### src/rtl/mem_pkg.sv
// Shared types and constants for the memory-word sequencing controller.
package mem_pkg;

   localparam int WORD_W     = 8;
   localparam int DEF_NWORDS = 16;
   localparam int DEF_ADDR_W = 4;

   typedef enum logic [1:0] {
      IDLE   = 2'd0,
      ACCESS = 2'd1,
      VERIFY = 2'd2,
      DONE   = 2'd3
   } mem_state_t;

endpackage

### src/rtl/mem_ctrl_if.sv
// Requester-side ready/valid bus of mem_ctrl: single read/write requests and their completion.
interface mem_ctrl_if
   import mem_pkg::*;
#(
   parameter int ADDR_W = DEF_ADDR_W
);
   logic              req;
   logic              we;
   logic [ADDR_W-1:0] addr;
   logic [WORD_W-1:0] wdata;
   logic              ready;
   logic              rvalid;
   logic [WORD_W-1:0] rdata;
   logic              done;
   logic              err;

   modport master (
      output req, we, addr, wdata,
      input  ready, rvalid, rdata, done, err
   );

   modport slave (
      input  req, we, addr, wdata,
      output ready, rvalid, rdata, done, err
   );
endinterface

### src/rtl/mem_addr_dec.sv
// Combinational address decoder: one-hot word select plus in-range flag.
module mem_addr_dec
   import mem_pkg::*;
#(
   parameter int NWORDS = DEF_NWORDS,
   parameter int ADDR_W = DEF_ADDR_W
) (
   input  logic [ADDR_W-1:0] addr,
   output logic [NWORDS-1:0] sel,
   output logic              in_range
);

   always_comb begin
      sel      = '0;
      in_range = (int'(addr) < NWORDS);
      for (int i = 0; i < NWORDS; i++) begin
         if (int'(addr) == i) sel[i] = 1'b1;
      end
   end

endmodule

### src/rtl/mem_ctrl.sv
// Read/write sequencer for the 8-bit memory-word array.
// Optional write-verify pass enabled by defining MEM_CTRL_VERIFY_EN.
//
// state  | meaning
// IDLE   | ready for a request, array deselected
// ACCESS | word selected, write strobed or read data latched
// VERIFY | word re-read after a write and compared with the written data
// DONE   | done/rvalid/err pulse, array deselected
module mem_ctrl
   import mem_pkg::*;
#(
   parameter int NWORDS = DEF_NWORDS,
   parameter int ADDR_W = DEF_ADDR_W
) (
   input  logic                     clk,
   input  logic                     rst,
   mem_ctrl_if.slave                bus,
   output logic [NWORDS-1:0]        sel,
   output logic                     rw,
   output logic [WORD_W-1:0]        data_in,
   input  logic [NWORDS*WORD_W-1:0] data_out
);

`ifdef MEM_CTRL_VERIFY_EN
   localparam bit VERIFY_EN = 1'b1;
`else
   localparam bit VERIFY_EN = 1'b0;
`endif

   mem_state_t        state, next_state;
   logic              we_q;
   logic              in_range_q;
   logic              mismatch_q;
   logic [WORD_W-1:0] wdata_q;
   logic [WORD_W-1:0] rdata_q;
   logic [WORD_W-1:0] word_mux;
   logic [NWORDS-1:0] dec_sel;
   logic              dec_in_range;
   logic              ready_c, done_c, rvalid_c, err_c;

   mem_addr_dec #(
      .NWORDS (NWORDS),
      .ADDR_W (ADDR_W)
   ) u_dec (
      .addr     (bus.addr),
      .sel      (dec_sel),
      .in_range (dec_in_range)
   );

   // The registered select is one-hot or zero, so an OR-mux returns 0 for out-of-range accesses.
   always_comb begin
      word_mux = '0;
      for (int i = 0; i < NWORDS; i++) begin
         if (sel[i]) word_mux = word_mux | data_out[i*WORD_W +: WORD_W];
      end
   end

   always_ff @(posedge clk) begin
      if (rst) state <= IDLE;
      else     state <= next_state;
   end

   always_comb begin
      next_state = state;
      ready_c    = 1'b0;
      done_c     = 1'b0;
      rvalid_c   = 1'b0;
      err_c      = 1'b0;
      unique case (state)
         IDLE: begin
            ready_c = 1'b1;
            if (bus.req) next_state = ACCESS;
         end
         ACCESS:  next_state = (we_q && VERIFY_EN) ? VERIFY : DONE;
         VERIFY:  next_state = DONE;
         DONE: begin
            done_c     = 1'b1;
            rvalid_c   = ~we_q;
            err_c      = ~in_range_q | mismatch_q;
            next_state = IDLE;
         end
         default: next_state = IDLE;
      endcase
   end

   always_ff @(posedge clk) begin
      if (rst) begin
         we_q       <= 1'b0;
         in_range_q <= 1'b0;
         mismatch_q <= 1'b0;
         wdata_q    <= '0;
         rdata_q    <= '0;
         sel        <= '0;
         rw         <= 1'b0;
         data_in    <= '0;
      end else begin
         unique case (state)
            IDLE: begin
               if (bus.req) begin
                  we_q       <= bus.we;
                  in_range_q <= dec_in_range;
                  mismatch_q <= 1'b0;
                  wdata_q    <= bus.wdata;
                  sel        <= dec_sel;
                  rw         <= bus.we & dec_in_range;
                  // data_in only moves for a real write so the bus stays quiet otherwise
                  if (bus.we && dec_in_range) data_in <= bus.wdata;
               end
            end
            ACCESS: begin
               rw <= 1'b0;
               if (next_state != VERIFY) sel <= '0;
               if (!we_q) rdata_q <= word_mux;
            end
            VERIFY: begin
               sel        <= '0;
               mismatch_q <= in_range_q && (word_mux != wdata_q);
            end
            default: ;
         endcase
      end
   end

   assign bus.ready  = ready_c;
   assign bus.done   = done_c;
   assign bus.rvalid = rvalid_c;
   assign bus.err    = err_c;
   assign bus.rdata  = rdata_q;

endmodule
### src/flat_wrapper.sv
// flat-port wrapper written by rule: the top's interface ports become plain ports
module mem_ctrl_flat import mem_pkg::*;
#(
   parameter int NWORDS = DEF_NWORDS,
   parameter int ADDR_W = DEF_ADDR_W
)
  (clk, rst, sel, rw, data_in, data_out, bus_req, bus_we, bus_addr, bus_wdata, bus_ready, bus_rvalid, bus_rdata, bus_done, bus_err);
  mem_ctrl_if #(.ADDR_W(ADDR_W)) bus_i ();
  input  logic clk;
  input  logic rst;
  output logic [NWORDS-1:0] sel;
  output logic rw;
  output logic [WORD_W-1:0] data_in;
  input  logic [NWORDS*WORD_W-1:0] data_out;
  input wire logic [$bits(bus_i.req)-1:0] bus_req;
  input wire logic [$bits(bus_i.we)-1:0] bus_we;
  input wire logic [$bits(bus_i.addr)-1:0] bus_addr;
  input wire logic [$bits(bus_i.wdata)-1:0] bus_wdata;
  output wire logic [$bits(bus_i.ready)-1:0] bus_ready;
  output wire logic [$bits(bus_i.rvalid)-1:0] bus_rvalid;
  output wire logic [$bits(bus_i.rdata)-1:0] bus_rdata;
  output wire logic [$bits(bus_i.done)-1:0] bus_done;
  output wire logic [$bits(bus_i.err)-1:0] bus_err;
  assign bus_i.req = bus_req;
  assign bus_i.we = bus_we;
  assign bus_i.addr = bus_addr;
  assign bus_i.wdata = bus_wdata;
  assign bus_ready = bus_i.ready;
  assign bus_rvalid = bus_i.rvalid;
  assign bus_rdata = bus_i.rdata;
  assign bus_done = bus_i.done;
  assign bus_err = bus_i.err;
  mem_ctrl #(.NWORDS(NWORDS), .ADDR_W(ADDR_W)) u_core (.clk(clk), .rst(rst), .bus(bus_i), .sel(sel), .rw(rw), .data_in(data_in), .data_out(data_out));
endmodule
### config.mk
export PLATFORM = sky130hd
export DESIGN_NAME = mem_ctrl_flat
export DESIGN_NICKNAME = d
export VERILOG_FILES = /design/src/rtl/mem_pkg.sv /design/src/rtl/mem_ctrl_if.sv /design/src/rtl/mem_addr_dec.sv /design/src/rtl/mem_ctrl.sv /design/src/flat_wrapper.sv
export SDC_FILE = /design/constraint.sdc
export NUM_CORES = 1
export LEC_CHECK = 0
export ABC_AREA = 1
export CORE_ASPECT_RATIO = 0.7
export CORE_MARGIN = 5
export CORE_UTILIZATION = 42
export CTS_BUF_LIST = sky130_fd_sc_hd__clkbuf_4
export CTS_CLUSTER_DIAMETER = 50
export DETAILED_ROUTE_END_ITERATION = 10
export GPL_TIMING_DRIVEN = 0
export PLACE_DENSITY = 0.94
export SYNTH_ARGS = -nofsm -noshare
export SYNTH_HDL_FRONTEND = slang
export SYNTH_SLANG_ARGS = --single-unit
### constraint.sdc
create_clock -name clk -period 2.5 [get_ports clk]
set_clock_uncertainty 0.15 [all_clocks]
set_input_delay 0.25 -clock clk [delete_from_list [all_inputs] [get_ports clk]]
set_output_delay 0.25 -clock clk [all_outputs]
set_load 0.005 [all_outputs]
# Yosys cells after proc, flatten, opt, wreduce, memory -nomap -nowiden
# Index checks and enable logic that the tools add are counted.
[word_totals] reg_bits=46 output_inout_bits=37 elab_cells=107
[classes] eq_ne=22 muxes=45 bitwise_logic=18 n_reduce_logical=13
[op_table] operator="$mux W8" count=16
[op_table] operator="$or A8 B8 Y8" count=15
[op_table] operator="$pmux W16 S3" count=1
[op_table] operator="$eq A4 B4 Y1 const B" count=8
[op_table] operator="$mux W16" count=2
[op_table] operator="$mux W1" count=22
[op_table] operator="$eq A4 B3 Y1 const B" count=4
[op_table] operator="$eq A4 B2 Y1 const B" count=2
[op_table] operator="$ne A8 B8 Y1" count=1
[op_table] operator="$reduce_and A2 Y1" count=4
[op_table] operator="$pmux W2 S3" count=1
[op_table] operator="$reduce_and A3 Y1" count=2
[op_table] operator="$eq A2 B2 Y1 const B" count=2
[op_table] operator="$eq A4 B1 Y1 const B" count=1
[op_table] operator="$logic_not A4 Y1" count=1
[op_table] operator="$ne A2 B2 Y1 const B" count=2
[op_table] operator="$pmux W1 S2" count=2
[op_table] operator="$reduce_bool A2 Y1" count=2
[op_table] operator="$reduce_bool A3 Y1" count=1
[op_table] operator="$eq A2 B1 Y1 const B" count=1
[op_table] operator="$logic_not A2 Y1" count=1
[op_table] operator="$mux W2" count=1
[op_table] operator="$ne A2 B1 Y1 const B" count=1
[op_table] operator="$not A1 Y1" count=2
[op_table] operator="3 further kinds" count=3

# Depth between registers and ports, before layout
# Gate-level depths: netlist of run 1.
[depth] ltp_word=34 mapped_depth=13 ltp_nobuf=12

# Modules after synthesis
# Synthesis of run 1 repeated with hierarchy kept, for this count alone.
[hier_totals] hier_cells=532 hier_area_um2=3020.4
[by_module_without_submodules] module="mem_ctrl" instances=1 cells_each=502 area_per_inst_um2=2904.0 seq_area_each_um2=920.9
[by_module_without_submodules] module="mem_addr_dec" instances=1 cells_each=30 area_per_inst_um2=116.4 seq_area_each_um2=0.0

# Worst setup path before layout of run 1
# OpenSTA, ideal clock, no wires.
[synth_path] kind="register to register" startpoint="register u_core.state[0]" endpoint="register u_core.rw" setup_ns=0.122 arrival_time_ns=1.426 t_required_ns=2.228 setup_slack_ns=0.802 stages_incl_launch_ff=9 synth_period_minus_slack_ns=1.698 cell_sequence="dfxtp_1 inv_1 ha_1 nand2_1 inv_1 nand2_1 clkinv_1 a22oi_1 a211oi_1"
[synth_via] elab_chain_cells=3 word_cells_on_any_way=6 classes_between="eq/ne (2); mux (1); reduce/logical (3)"
[synth_rtl] element="from (decl)" line="mem_ctrl.sv:30" text="mem_state_t state, next_state;"
[synth_rtl] element="from (signal assigned)" line="mem_ctrl.sv:60" text="else state <= next_state;"
[synth_rtl] element="$eq A2 B1 Y1 or $logic_not A2 Y1 (tied branches)" line="mem_ctrl.sv:97" text="unique case (state)"
[synth_rtl] element="$reduce_bool A2 Y1 (no line) or $ne A2 B2 Y1 (tied branches)"
[synth_rtl] element="$reduce_and A2 Y1 (no line)"
[synth_rtl] element="to (signal assigned)" line="mem_ctrl.sv:105" text="rw <= bus.we & dec_in_range;"
[synth_rtl] element="to (decl)" line="mem_ctrl.sv:19" text="output logic rw,"
# Parallel ways exist; a longest one is shown, timed or not.
# A chain may end at the register's enable or synchronous reset.

# Worst setup path in the final report of run 1
[layout_path] startpoint="register u_core.state[0]" endpoint="output bus_rvalid"
[layout_via] elab_chain_cells=2
[layout_rtl] element="$eq A2 B2 Y1" line="mem_ctrl.sv:69" text="unique case (state)"
[layout_rtl] element="$mux W1" line="mem_ctrl.sv:69"
[layout_rtl] element="to (decl)" line="flat_wrapper.sv:20" text="output wire logic [$bits(bus_i.rvalid)-1:0] bus_rvalid;"
# No other way between the ends.

==> results_dict.tcl, run 1 <==
set metrics [dict create \
    status "completed" \
    postCtsSetupRepairBufs 0 \
    clkPwrFrac_pct 8.5 \
    worstMarginPinSlew_ns 0.466 \
    drt_pass1_iterations 5 \
    drive_above_1_share_pct 3.68 \
    critPathKind "reg -> out" \
    yosysWarnings 0 \
    timing.reg2reg.setup_slack_ns 0.42 \
    die_y_um 80.3 \
    syn_to_final_growth_pct 66.5 \
    first_iter_violations 325 \
    design_area_um2 4940 \
    synth_edf_count 0 \
    cp-start-kind "flip-flop" \
    clockBufferDepth 2 \
    tritoncts "yes" \
    grt_pass1_vias 3789 \
    r2r_start "u_core.state[0]$_SDFF_PP0_" \
    die_w_um 110 \
    drc 0 \
    numCtsBuffers 5 \
    hold_viol 0 \
    cts.sinks 46 \
    hold_buffers 0 \
    crit_path_end_kind "output pin" \
    port_buffers 180 \
    comb_power_share_pct 64.7 \
    synth_area_per_cell_um2 5.72 \
    wl_per_cell_um 14.6 \
    placedInstanceArea_um2 4880 \
    yosysMostFrequentCell "nand2_1" \
    reg2reg_to "u_core.rw$_SDFFE_PP0P_" \
    clk_pin_slew_ns 0.13 \
    arrival_ns 1.69 \
    synth_commonest_cells "nand2_1 (248), nor2_1 (68), dfxtp_1 (46), a21oi_1 (44), o21ai_0 (37)" \
    synth_cell_types 16 \
    grt_max_degree 14 \
    h-tree-depth 2 \
    ys.flop_type "dfxtp_1" \
    syn_area_um2 2970 \
    synth_top_area_share_pct 31.4 \
    cts_root_buf "clkbuf_4" \
    ctsResizeCount 0 \
    nNetsFinal 854 \
    synth_area_leaders "nand2_1 (31%), dfxtp_1 (31%), nor2_1 (8.6%)" \
    hold_depth 3 \
    finalSetupViolCount 0 \
    ff2ff_path_depth 8 \
    synth.net_count 667 \
    antenna_left 0 \
    io-pin-count 181 \
    dp_hpwl_mm 9.66 \
    peakVddDrop_v 0.000362 \
    rows 25 \
    initial_core_util_pct 43.5 \
    sw_frac_of_total_pct 45.8 \
    ys_seq_elements 46 \
    finalCritPeriodShare_pct 83.4 \
    synth_cells 518 \
    seq_power_share_pct 26.8 \
    overflow 0 \
    power_density_nw_per_um2 836 \
    die-area_um2 8870 \
    num_vias 4005 \
    antenna_found_initial 0 \
    critical_path.max_fanout 4 \
    synthArstFlopShare_pct 0 \
    hold_class "in -> reg" \
    routed_wl_mm 11.7 \
    vias_per_cell 5.01 \
    final_util_pct 72.4 \
    hp-start "bus_wdata[3]" \
    diodes 0 \
    grt_pass1_wl_mm 18.3 \
    internal-power_w 0.00224 \
    rsz0062_at_grt "false" \
    clk_latency_ns 0.36 \
    seq_area_frac_synth_pct 31.1 \
    relSlewSlack_pct 68.8 \
    fmax_mhz 479 \
    netSwitchingPower_w 0.00189 \
    cp.required_ns 2.10 \
    slew_violations 0 \
    core_um2 6820 \
    whs_endpoint "u_core.data_in[3]$_SDFFE_PP0P_" \
    synth_top_area_cell "nand2_1" \
    gp_congestion 0.936 \
    period_needed_ns 2.09 \
    p_leak_nw 2.25 \
    tns_ns 0 \
    grtUsageTotal_pct 25.1 \
    max_cap_viol_count 0 \
]
-- how the worst max path moves through the flow --
| stage | startpoint | endpoint | depth (start not counted) |
|---|---|---|---|
| 2_1_floorplan | u_core.state[0]$_SDFF_PP0_ | u_core.rw$_SDFFE_PP0P_ | 8 |
| 3_3_place_gp | data_out[45] | u_core.mismatch_q$_SDFFE_PP0P_ | 13 |
| 3_5_place_dp | u_core.state[0]$_SDFF_PP0_ | u_core.rw$_SDFFE_PP0P_ | 8 |
| 4_1_cts | u_core.state[0]$_SDFF_PP0_ | bus_err | 4 |
| 5_1_grt | u_core.state[0]$_SDFF_PP0_ | u_core.sel[2]$_SDFFE_PP0P_ | 8 |
| 6_report | u_core.state[0]$_SDFF_PP0_ | bus_rvalid | 4 |
-- layout make-up --
type	instances	area [um^2]
repair buffers	180	1800
inverters	25	93.8
well taps	94	118
multi-input cells	421	1760
clock buffers	6	45.0
fillers	561	1880
plain buffers	26	194
clock inverters	2	8.76
flip-flops and latches	46	921
-- stage by stage --
step | hold slack [ns] | std cells | setup WS (ns) | total power, W
5_1_grt | 0.301 | 800 | 0.232 | 0.00446
3_5_place_dp | 0.310 | 792 | 0.432 | 0.00375
3_3_place_gp | 0.301 | 792 | 0.495 | 0.00366
6_report | 0.315 | 800 | 0.414 | 0.00413
2_1_floorplan | 0.169 | 518 | 0.802 | 0.00261
4_1_cts | 0.310 | 800 | 0.398 | 0.00411
-- kinds of logic (layout without fill, tap and decap cells) --
| kind of cell | count (synthesis) | count (layout) | share of synthesized area [%] |
|---|---|---|---|
| compound gates | 83 | 83 | 14.2 |
| simple gates | 333 | 333 | 43.0 |
| flops | 46 | 46 | 31.1 |
| fa+ha+maj | 5 | 5 | 2.11 |
| buf+inv | 51 | 239 | 9.70 |
-- registers in the layout, summed over array words and instances (netlist names) --
name               flops
u_core.we_q            1
u_core.data_in         8
u_core.state           2
u_core.wdata_q         8
u_core.bus.rdata       8
u_core.in_range_q      1
u_core.mismatch_q      1
u_core.rw              1
u_core.sel            16
-- critical path, cell delays in order, from the launching register on --
cell	delay, ns
dfxtp_1	0.42
ha_1	0.24
inv_1	0.07
nor2_1	0.09
clkdlybuf4s50_1	0.52
-- metal layers --
metal | vias up | track usage [%] | share of wire (%)
li1 | 1991 | - | -
met1 | 1778 | 30.6 | 41
met2 | 218 | 44.8 | 47
met3 | 18 | 5.72 | 9.7
met4 | 0 | 7.26 | 1.7
met5 | - | 0 | 0
-- power by group through the flow --
stage	clock network (W)	logic (W)	registers, W
floorplan	0	0.00150	0.00111
global placement	0	0.00255	0.00111
detailed placement	0	0.00263	0.00112
CTS	0.000359	0.00265	0.00110
global route	0.000385	0.00295	0.00113
finish	0.000352	0.00267	0.00110
-- placed cells by master (no fill, tap or decap), types with 6 or more instances in the layout --
master / synthesis / final
a21oi_1: 44 / 44
buf_6: 12 / 12
clkbuf_1: 9 / 9
clkbuf_4: 0 / 6
clkdlybuf4s50_1: 0 / 180
dfxtp_1: 46 / 46
inv_1: 24 / 24
nand2_1: 248 / 248
nand3_1: 11 / 11
nor2_1: 68 / 68
o21ai_0: 37 / 37
Note: power is estimated with default switching activity, not from simulation.
==> run 2: changes to the inputs <==
Settings changed: CORE_UTILIZATION 42 to 35, PLACE_DENSITY 0.94 to 0.84.
Clock period 2.5 ns to 1.8 ns, I/O delays scaled along.
==> run 2 against run 1 <==
- the run now ends with negative setup slack left
- clock-buffer cell count is the same
- largest cell class unchanged
- critical path type is now reg -> reg
- largest power group unchanged
- power grew 54%
- worst hold slack lost 0.086 ns
- sequential power grew 47%
- die area grew 18%
- core utilization shrank 10 points
- non-clock buffer count grew 6
- sequential share of layout area shrank 0.57 points
- global-route usage shrank 3.7 points
==> results_dict.tcl, run 2 (synthesis gave the netlist of run 1 again) <==
set metrics [dict create \
    largest_reg_flops 16 \
    clk_latency_ns 0.37 \
    vias_per_cell 4.89 \
    top_register "u_core.sel" \
    wl_per_cell_um 14.6 \
    grtUsageTotal_pct 21.5 \
    timing.reg2reg.setup_slack_ns -0.007 \
    worstMarginPinSlew_ns 0.531 \
    hold_viol 0 \
    drive_above_1_share_pct 12.4 \
    critical_path.max_fanout 9 \
    dp_hpwl_mm 9.60 \
    grt_pass1_vias 3918 \
    drt_pass1_iterations 5 \
    io-pin-count 181 \
    peakVddDrop_v 0.000584 \
    fin_total_pwr_w 0.00634 \
    critPathKind "reg -> reg" \
    gp_congestion 0.947 \
    period_needed_ns 1.81 \
    violations "negative setup slack" \
    finalSetupViolCount 1 \
    clockBufferDepth 2 \
    cts.sinks 46 \
    fmax_mhz 554 \
    die-area_um2 10400 \
    cp.required_ns 1.97 \
    overflow 0 \
    h-tree-depth 2 \
    drc 0 \
    relSlewSlack_pct 64.6 \
    routed_wl_mm 11.9 \
    diodes 0 \
    status "finished with violations" \
    hold_buffers 0 \
    grt_pass1_wl_mm 18.1 \
    grt_max_degree 14 \
    die_y_um 87.0 \
    cts_root_buf "clkbuf_4" \
    antenna_left 0 \
    core_um2 8370 \
    syn_to_final_growth_pct 75.3 \
    cp-start-kind "flip-flop" \
    placedInstanceArea_um2 4900 \
    crit_path_end_kind "flip-flop" \
    tritoncts "yes" \
    tns_ns -0.00659 \
    nNetsFinal 860 \
    antenna_found_initial 0 \
    arrival_ns 1.97 \
    final_cell_mix "nand2_1 (230), clkdlybuf4s50_1 (176), nor2_1 (50)" \
    first_iter_violations 277 \
    slew_violations 0 \
    design_area_um2 5200 \
    clk_pin_slew_ns 0.14 \
    initial_core_util_pct 35.4 \
    port_buffers 180 \
    finalCritPeriodShare_pct 100 \
    max_cap_viol_count 0 \
    numCtsBuffers 5 \
    die_w_um 120 \
    rows 28 \
    worst_slack_ns -0.00659 \
    hold_class "in -> reg" \
    rsz0062_at_grt "true" \
    layout_commonest_cell "nand2_1" \
    power_density_nw_per_um2 1220 \
    final_util_pct 62.1 \
    p_leak_nw 2.33 \
    num_vias 3996 \
]
run 2: cell count changes in the layout (fill, tap and decap cells not counted), sizes merged:
cell / change
clkdlybuf4s50: -4
clkdlybuf4s15: +1
dlygate4sd2: +3
buf: +6
run 2: through the flow:
stage | std cells | worst slack, ns | hold WS [ns]
2_1_floorplan | 518 | 0.102 | 0.0991
3_3_place_gp | 803 | -0.152 | 0.301
3_5_place_dp | 803 | -0.198 | 0.308
4_1_cts | 810 | 0.00735 | 0.233
5_1_grt | 817 | -0.114 | 0.248
6_report | 817 | -0.00659 | 0.229
run 2: power by group:
group	leakage, nW	internal [W]	switching [W]
Clock	0.0331	0.000163	0.000351
Sequential	0.382	0.00137	0.000256
Combinational	1.92	0.00189	0.00232
Total	2.33	0.00342	0.00293
run 2: path summary, 6_finish.rpt:
path / from / to / cells after the start
worst min-delay path: bus_wdata[2] / u_core.data_in[2]$_SDFFE_PP0P_ / 3
worst max-delay path: u_core.sel[14]$_SDFFE_PP0P_ / u_core.mismatch_q$_SDFFE_PP0P_ / 13
worst max register to register: u_core.sel[14]$_SDFFE_PP0P_ / u_core.mismatch_q$_SDFFE_PP0P_ / 13
worst min register to register: u_core.data_in[3]$_SDFFE_PP0P_ / u_core.data_in[3]$_SDFFE_PP0P_ / 2
run 2: worst max-delay path, stage by stage (launching register included):
cell,delay (ns)
dfxtp_2,0.36
buf_6,0.14
nand2_1,0.06
nand2_1,0.06
nor2_2,0.12
nand2_2,0.13
buf_4,0.16
nor3_2,0.11
nor2_1,0.06
nand2_1,0.08
nor2_2,0.05
nand2_1,0.08
nand2_1,0.07
a21oi_2,0.12
run 2: repair_timing:
item	CTS	global route
setup buffers	1	5
endpoints found under the setup margin	32	18
pin swaps	1	21
cloned	0	2
gates resized for setup	28	57
run 2: final cells by class:
| class | instances | area (um^2) |
|---|---|---|
| Timing Repair Buffer | 188 | 1870 |
| Tap cell | 105 | 131 |
| Clock buffer | 6 | 45.0 |
| Multi-Input combinational cell | 421 | 1900 |
| Fill cell | 753 | 3180 |
| Inverter | 25 | 95.1 |
| Buffer | 24 | 205 |
| Sequential cell | 46 | 940 |
| Clock inverter | 2 | 8.76 |
run 2: per-layer routing:
metal	vias up	global-route usage, %	share of wire (%)
met5	-	0	0
met3	20	4.74	8.9
met1	1781	25.9	42
li1	2003	-	-
met4	0	5.93	1.6
met2	192	38.8	48
